==> src/rtl/des_pkg.sv <==
// Shared DES definitions: controller states, widths and key compaction.
package des_pkg;

  localparam int unsigned DES_ROUNDS = 16;
  localparam int unsigned DES_KEY_W  = 56;
  localparam int unsigned DES_BLK_W  = 64;
  localparam int unsigned DES_RND_W  = $clog2(DES_ROUNDS);

  typedef enum logic [1:0] {
    DES_IDLE = 2'b00,
    DES_RUN  = 2'b01,
    DES_DONE = 2'b10
  } des_state_e;

  // Drop the odd-parity bit (LSB of each byte) to get the 56-bit core key.
  function automatic logic [DES_KEY_W-1:0] des_key_compact(input logic [63:0] key64);
    logic [DES_KEY_W-1:0] k;
    k = '0;
    for (int i = 0; i < 8; i++) begin
      k[DES_KEY_W-1-7*i -: 7] = key64[63-8*i -: 7];
    end
    return k;
  endfunction

endpackage

==> src/rtl/des_round_ctrl_if.sv <==
// Job, core, result and round-log signals of the DES round controller.
// slave is the controller's view; master is the surrounding datapath / test view.
interface des_round_ctrl_if
  import des_pkg::*;
#(
  parameter int unsigned LOG_AW = DES_RND_W + 1
) ();

  // Job input
  logic                 in_valid;
  logic                 in_ready;
  logic [DES_BLK_W-1:0] in_block;
  logic [DES_KEY_W-1:0] in_key;
  logic                 in_decrypt;
  logic                 abort;

  // Core side
  logic [DES_BLK_W-1:0] core_des_in;
  logic [DES_KEY_W-1:0] core_key;
  logic                 core_decrypt;
  logic [DES_RND_W-1:0] core_round_sel;
  logic [DES_BLK_W-1:0] core_des_out;

  // Result
  logic                 out_valid;
  logic                 out_ready;
  logic [DES_BLK_W-1:0] out_block;

  // Round log RAM write port
  logic                 log_wren;
  logic [LOG_AW-1:0]    log_addr;
  logic [DES_BLK_W-1:0] log_data;

  logic                 busy;

  modport slave (
    input  in_valid, in_block, in_key, in_decrypt, abort, core_des_out, out_ready,
    output in_ready, core_des_in, core_key, core_decrypt, core_round_sel,
           out_valid, out_block, log_wren, log_addr, log_data, busy
  );

  modport master (
    output in_valid, in_block, in_key, in_decrypt, abort, core_des_out, out_ready,
    input  in_ready, core_des_in, core_key, core_decrypt, core_round_sel,
           out_valid, out_block, log_wren, log_addr, log_data, busy
  );

endinterface

==> src/rtl/des_round_ctrl.sv <==
// Sequencing controller for the iterative single-round DES core. Accepts one job,
// holds block/key/direction for the core, walks roundSel 0..ROUNDS-1, logs every
// round output to the round-log RAM and presents the final output as a result.
module des_round_ctrl
  import des_pkg::*;
#(
  parameter int unsigned ROUNDS = DES_ROUNDS,
  parameter int unsigned LOG_AW = DES_RND_W + 1
) (
  input logic            clk,
  input logic            rst,
  des_round_ctrl_if.slave bus
);

  localparam int unsigned   RW         = DES_RND_W;
  localparam logic [RW-1:0] LAST_ROUND = RW'(ROUNDS - 1);

  des_state_e           state_q, state_d;
  logic [RW-1:0]        round_q, round_d;
  logic                 half_q, half_d;
  logic [DES_BLK_W-1:0] des_in_q, des_in_d;
  logic [DES_KEY_W-1:0] key_q, key_d;
  logic                 decrypt_q, decrypt_d;
  logic [DES_BLK_W-1:0] out_block_q, out_block_d;

  // State, counter, log half and held job/result registers.
  always_ff @(posedge clk or posedge rst) begin
    if (rst) begin
      state_q     <= DES_IDLE;
      round_q     <= '0;
      half_q      <= 1'b0;
      des_in_q    <= '0;
      key_q       <= '0;
      decrypt_q   <= 1'b0;
      out_block_q <= '0;
    end else begin
      state_q     <= state_d;
      round_q     <= round_d;
      half_q      <= half_d;
      des_in_q    <= des_in_d;
      key_q       <= key_d;
      decrypt_q   <= decrypt_d;
      out_block_q <= out_block_d;
    end
  end

  // Next-state: accept in IDLE, count rounds in RUN, hold the result in DONE.
  // abort wins everywhere and never toggles half or loads a result.
  always_comb begin
    state_d     = state_q;
    round_d     = round_q;
    half_d      = half_q;
    des_in_d    = des_in_q;
    key_d       = key_q;
    decrypt_d   = decrypt_q;
    out_block_d = out_block_q;

    case (state_q)
      DES_IDLE: begin
        if (bus.in_valid && !bus.abort) begin
          des_in_d  = bus.in_block;
          key_d     = bus.in_key;
          decrypt_d = bus.in_decrypt;
          round_d   = '0;
          state_d   = DES_RUN;
        end
      end
      DES_RUN: begin
        if (bus.abort) begin
          round_d = '0;
          state_d = DES_IDLE;
        end else if (round_q == LAST_ROUND) begin
          out_block_d = bus.core_des_out;
          half_d      = ~half_q;
          round_d     = '0;
          state_d     = DES_DONE;
        end else begin
          round_d = round_q + 1'b1;
        end
      end
      DES_DONE: begin
        if (bus.abort || bus.out_ready) begin
          state_d = DES_IDLE;
        end
      end
      default: begin
        round_d = '0;
        state_d = DES_IDLE;
      end
    endcase
  end

  // in_ready is forced low while reset is held so nothing is offered a handshake.
  assign bus.in_ready       = (state_q == DES_IDLE) && !bus.abort && !rst;
  assign bus.busy           = (state_q != DES_IDLE);
  assign bus.out_valid      = (state_q == DES_DONE);
  assign bus.out_block      = out_block_q;

  assign bus.core_des_in    = des_in_q;
  assign bus.core_key       = key_q;
  assign bus.core_decrypt   = decrypt_q;
  assign bus.core_round_sel = (state_q == DES_RUN) ? round_q : '0;

  // Log write aligns with core_round_sel so the RAM captures that round's output.
  assign bus.log_wren       = (state_q == DES_RUN) && !bus.abort;
  assign bus.log_addr       = LOG_AW'({half_q, round_q});
  assign bus.log_data       = bus.core_des_out;

endmodule
==> src/flat_wrapper.sv <==
// flat-port wrapper written by rule: the top's interface ports become plain ports
module des_round_ctrl_flat import des_pkg::*;
#(
  parameter int unsigned ROUNDS = DES_ROUNDS,
  parameter int unsigned LOG_AW = DES_RND_W + 1
)
  (clk, rst, bus_in_valid, bus_in_block, bus_in_key, bus_in_decrypt, bus_abort, bus_core_des_out, bus_out_ready, bus_in_ready, bus_core_des_in, bus_core_key, bus_core_decrypt, bus_core_round_sel, bus_out_valid, bus_out_block, bus_log_wren, bus_log_addr, bus_log_data, bus_busy);
  des_round_ctrl_if #(.LOG_AW(LOG_AW)) bus_i ();
  input logic clk;
  input logic rst;
  input wire logic [$bits(bus_i.in_valid)-1:0] bus_in_valid;
  input wire logic [$bits(bus_i.in_block)-1:0] bus_in_block;
  input wire logic [$bits(bus_i.in_key)-1:0] bus_in_key;
  input wire logic [$bits(bus_i.in_decrypt)-1:0] bus_in_decrypt;
  input wire logic [$bits(bus_i.abort)-1:0] bus_abort;
  input wire logic [$bits(bus_i.core_des_out)-1:0] bus_core_des_out;
  input wire logic [$bits(bus_i.out_ready)-1:0] bus_out_ready;
  output wire logic [$bits(bus_i.in_ready)-1:0] bus_in_ready;
  output wire logic [$bits(bus_i.core_des_in)-1:0] bus_core_des_in;
  output wire logic [$bits(bus_i.core_key)-1:0] bus_core_key;
  output wire logic [$bits(bus_i.core_decrypt)-1:0] bus_core_decrypt;
  output wire logic [$bits(bus_i.core_round_sel)-1:0] bus_core_round_sel;
  output wire logic [$bits(bus_i.out_valid)-1:0] bus_out_valid;
  output wire logic [$bits(bus_i.out_block)-1:0] bus_out_block;
  output wire logic [$bits(bus_i.log_wren)-1:0] bus_log_wren;
  output wire logic [$bits(bus_i.log_addr)-1:0] bus_log_addr;
  output wire logic [$bits(bus_i.log_data)-1:0] bus_log_data;
  output wire logic [$bits(bus_i.busy)-1:0] bus_busy;
  assign bus_i.in_valid = bus_in_valid;
  assign bus_i.in_block = bus_in_block;
  assign bus_i.in_key = bus_in_key;
  assign bus_i.in_decrypt = bus_in_decrypt;
  assign bus_i.abort = bus_abort;
  assign bus_i.core_des_out = bus_core_des_out;
  assign bus_i.out_ready = bus_out_ready;
  assign bus_in_ready = bus_i.in_ready;
  assign bus_core_des_in = bus_i.core_des_in;
  assign bus_core_key = bus_i.core_key;
  assign bus_core_decrypt = bus_i.core_decrypt;
  assign bus_core_round_sel = bus_i.core_round_sel;
  assign bus_out_valid = bus_i.out_valid;
  assign bus_out_block = bus_i.out_block;
  assign bus_log_wren = bus_i.log_wren;
  assign bus_log_addr = bus_i.log_addr;
  assign bus_log_data = bus_i.log_data;
  assign bus_busy = bus_i.busy;
  des_round_ctrl #(.ROUNDS(ROUNDS), .LOG_AW(LOG_AW)) u_core (.clk(clk), .rst(rst), .bus(bus_i));
endmodule
==> config.mk <==
export PLATFORM = sky130hd
export DESIGN_NAME = des_round_ctrl_flat
export DESIGN_NICKNAME = d
export VERILOG_FILES = /design/src/rtl/des_pkg.sv /design/src/rtl/des_round_ctrl_if.sv /design/src/rtl/des_round_ctrl.sv /design/src/flat_wrapper.sv
export SDC_FILE = /design/constraint.sdc
export NUM_CORES = 1
export LEC_CHECK = 0
export BUFFER_PORTS_ARGS = -buffer_cell sky130_fd_sc_hd__buf_2
export CAP_MARGIN = 40
export CORE_AREA = 2 2 174 176
export DETAILED_ROUTE_END_ITERATION = 8
export DIE_AREA = 0 0 176 178
export PLACE_DENSITY_LB_ADDON = 0.05
export RECOVER_POWER = 100
export SYNTH_ARGS = -nofsm -noshare
export SYNTH_HDL_FRONTEND = slang
export SYNTH_SLANG_ARGS = --single-unit
==> constraint.sdc <==
create_clock -name clk -period 8.5 [get_ports clk]
set_input_delay 0.85 -clock clk [delete_from_list [all_inputs] [get_ports clk]]
set_output_delay 0.85 -clock clk [all_outputs]
set_load 0.02 [all_outputs]
==> summary.md <==
| Metric | Value |
|---|---|
| Drt drc | 0 |
| # H-tree levels | 4 |
| Initial Util | 0.264 |
| Num CTS Buffers | 17 |
| CTS clk-pin slew, worst paths | roughly 70 ps |
| Max IR drop VDD | approximately 0.1 mV |
| Synth Instances | 495 |
| WP buf/inv | 1 |
| PwrDens | 250 nW/um^2 |
| Setup Total Neg Slack | 0 ps |
| Seq/Total Area, Yosys | 0.619 |
| PostCTS Resize Cnt | 0 |
| Yosys warning total | 0 |
| Period utilisation layout | 0.576 |
| Synthesized net count | 686 |
| Net Sw Frac | 0.321 |
| Commonest non-fill, non-tap cell in the layout | clkbuf_1 |
| Clk_lat worst skew | between 400 and 500 ps |
| Pins Over Slew Limit | between 200 and 300 |
| Startpoint Class | flop |
| Most frequent cells in the layout | clkbuf_1 (270), dfrtp_1 (192), buf_2 (187) |
| Hold-fix buffer count after cts | 0 |
| Pin count of the biggest net entering global routing | 114 |
| Failing checks | capacitance limit, slew limit |
| Hpwl dp | 16700 um |
| Internal Power | 1.73 mW |
| # port buffers | 451 |
| CP Data Required Time | 8810 ps |
| Fmax | 204 MHz |
| Post-synthesis instance area | 7770 sq um |
| Final setup fails | 0 |
| Vias/cell | 4.12 |
| Grt ovf | 0 |
| I/O pin total | between 400 and 500 |
| Die Span Y | 178 um |
| Max-slew headroom | -2.45 |
| Fin. Hold Viols | 0 |
| Highest-delay cell along the critical path | clkbuf_1 |
| Vias in the first global route | 5574 |
| M2 GR Usage | 0.254 |
| Layout cell share with drive strength beyond 1 | 0.408 |
| Max-Cap Viols | 5 |
| Met1 global-route usage | 0.140 |
| Final wirelength | about 22000 um |
| Combinational power share | 0.231 |
| TritonCTS clock tree | yes |
| Cell family with most CP delay | buffers and inverters |
| Area Growth Syn to Fin | 31.1% |
| Via count | 5323 |
| Final Total Pwr | 2.55 mW |
| Cell variety after synth | 27 |
| CP arrival | 5200 ps |
| DR pass1 iterations | 6 |
| FP Rows | 63 |
| Initial drt markers | 205 |
| CP endpoint kind | flop |
| Unrepaired setup endpoints after global routing | no |
| Clock share of power | 0.325 |
| HP Class | flop to flop |
| Routability cong. | 0.790 |
| Leakage | ~4.6 nW |
| Initial antenna violation count | 4 |
| Post-CTS setup buffers | 0 |
| Drt wl/cell | about 17 um |
| Worst path max stage delay | 2260 ps |
| WHS | 470 ps |
| Crit Path Max Fanout | 56 |
| Die width | 176 um |
| Top Usage Layer GRT | met2 |
| Critical path class | flop to flop |
| Critical Path, Cell by Cell | ha_1, nand2_1, nor3_1, clkbuf_1, mux2_2 |
| Fin util | 0.346 |
| Clk root buf | clkbuf_16 |
| P_sw | slightly above 0.8 mW |
| Min Tclk post-route | 4900 ps |
| Avg Inst Size Synth | 15.7 sq um |
| Total clock sinks | 192 |
| Antenna Nets Post-Route | 0 |
| Dpl ws | 5600 ps |
| Clk buf depth | 2 |
| Total track usage | 0.137 |
| Status | finished with violations |
| Nets | about 1100 |
| Core Region | 29400 sq um |
| First-pass GRT wire length | ~32000 um |
| Register bit total from synthesis | 192 |
| PnR worst setup slack | 3600 ps |
| Measured slew at the worst slew-check pin | 5150 ps |
| GRT met3 Usage | 0.0507 |
| Seq pwr share | 0.444 |
| Fin Clk Skew | ~9.9 ps |
| Die ar. | 31300 sq um |
-- synthesized netlist by cell type --
master	instances	area, sq um
dfrtp_1	192	4800
mux2_2	146	1640
buf_4	71	533
mux2_1	40	450
buf_6	8	90.1
buf_2	6	30.0
a21o_1	3	22.5
and2_1	3	18.8
inv_1	3	11.3
a21oi_1	2	10.0
nand2b_1	2	12.5
nand3_1	2	10.0
nor2_1	2	7.51
nor2b_1	2	12.5
a211o_1	1	8.76
a22o_1	1	8.76
and4_1	1	8.76
ha_1	1	12.5
nand2_1	1	3.75
nand3b_1	1	7.51
nor3_1	1	5.00
nor3_2	1	10.0
nor4_1	1	6.26
nor4b_2	1	15.0
or2_2	1	6.26
or3b_2	1	8.76
xor2_1	1	8.76
-- power groups by stage --
stage	combinational, mW	clock (mW)	sequential [mW]
after floorplan	0.214	0	1.32
after detailed placement	0.649	0	1.14
after CTS	0.649	0.860	1.13
after global routing	0.634	0.906	1.15
after global placement	0.643	0	1.14
final	0.589	0.827	1.13
-- flip-flops by register name (all words and copies together), names as in the netlist --
register,flops
u_core.bus.core_decrypt,1
u_core.bus.out_block,64
u_core.bus.core_des_in,64
u_core.bus.core_key,56
u_core.state_q,2
u_core.round_q,4
u_core.half_q,1
-- logic make-up after synthesis --
logic type,count (synthesis),share of synthesized area
simple gates,20,0.0171
xor+xnor,1,0.00113
fa+ha+maj,1,0.00161
compound gates,7,0.00644
mux,186,0.270
flops,192,0.619
buf+inv,88,0.0855
-- metal layers --
layer / up-vias / share of wire
met5: - / 0.00073
met4: 2 / 0.019
met3: 27 / 0.091
met2: 262 / 0.55
met1: 2604 / 0.34
li1: 2428 / -
-- worst paths after layout --
check / cells after the start / end / slack [ps] / start
setup reg to reg: 5 / u_core.bus.out_block[59]$_DFFE_PP0P_ / 3600 / u_core.round_q[1]$_DFFE_PP0P_
setup / recovery: 5 / u_core.bus.out_block[59]$_DFFE_PP0P_ / 3600 / u_core.round_q[1]$_DFFE_PP0P_
min in group asynchronous: 2 / u_core.state_q[1]$_DFFE_PP0P_ / 1970 / rst
hold / removal: 1 / u_core.half_q$_DFFE_PP0P_ / 470 / u_core.half_q$_DFFE_PP0P_
hold reg to reg: 1 / u_core.half_q$_DFFE_PP0P_ / 470 / u_core.half_q$_DFFE_PP0P_
max in group asynchronous: 4 / u_core.bus.core_des_in[15]$_DFFE_PP0P_ / 4120 / rst
-- per-stage QoR --
stage / instances / area (sq um)
detailed placement: 1257 / 9970
floorplan: 495 / 7770
finish: 1292 / 10200
global route: 1292 / 10200
global placement: 1255 / 9910
CTS: 1289 / 10600
-- final cells by class --
type,instances,area [sq um]
sequential,192,4800
fill,3063,19200
multi-input combinational,215,2290
tap,390,488
inverter,3,12.5
clock buffer,21,460
antenna,3,7.51
clock inverter,11,144
timing repair buffer,457,1980
(Power assumes the default switching activity.)
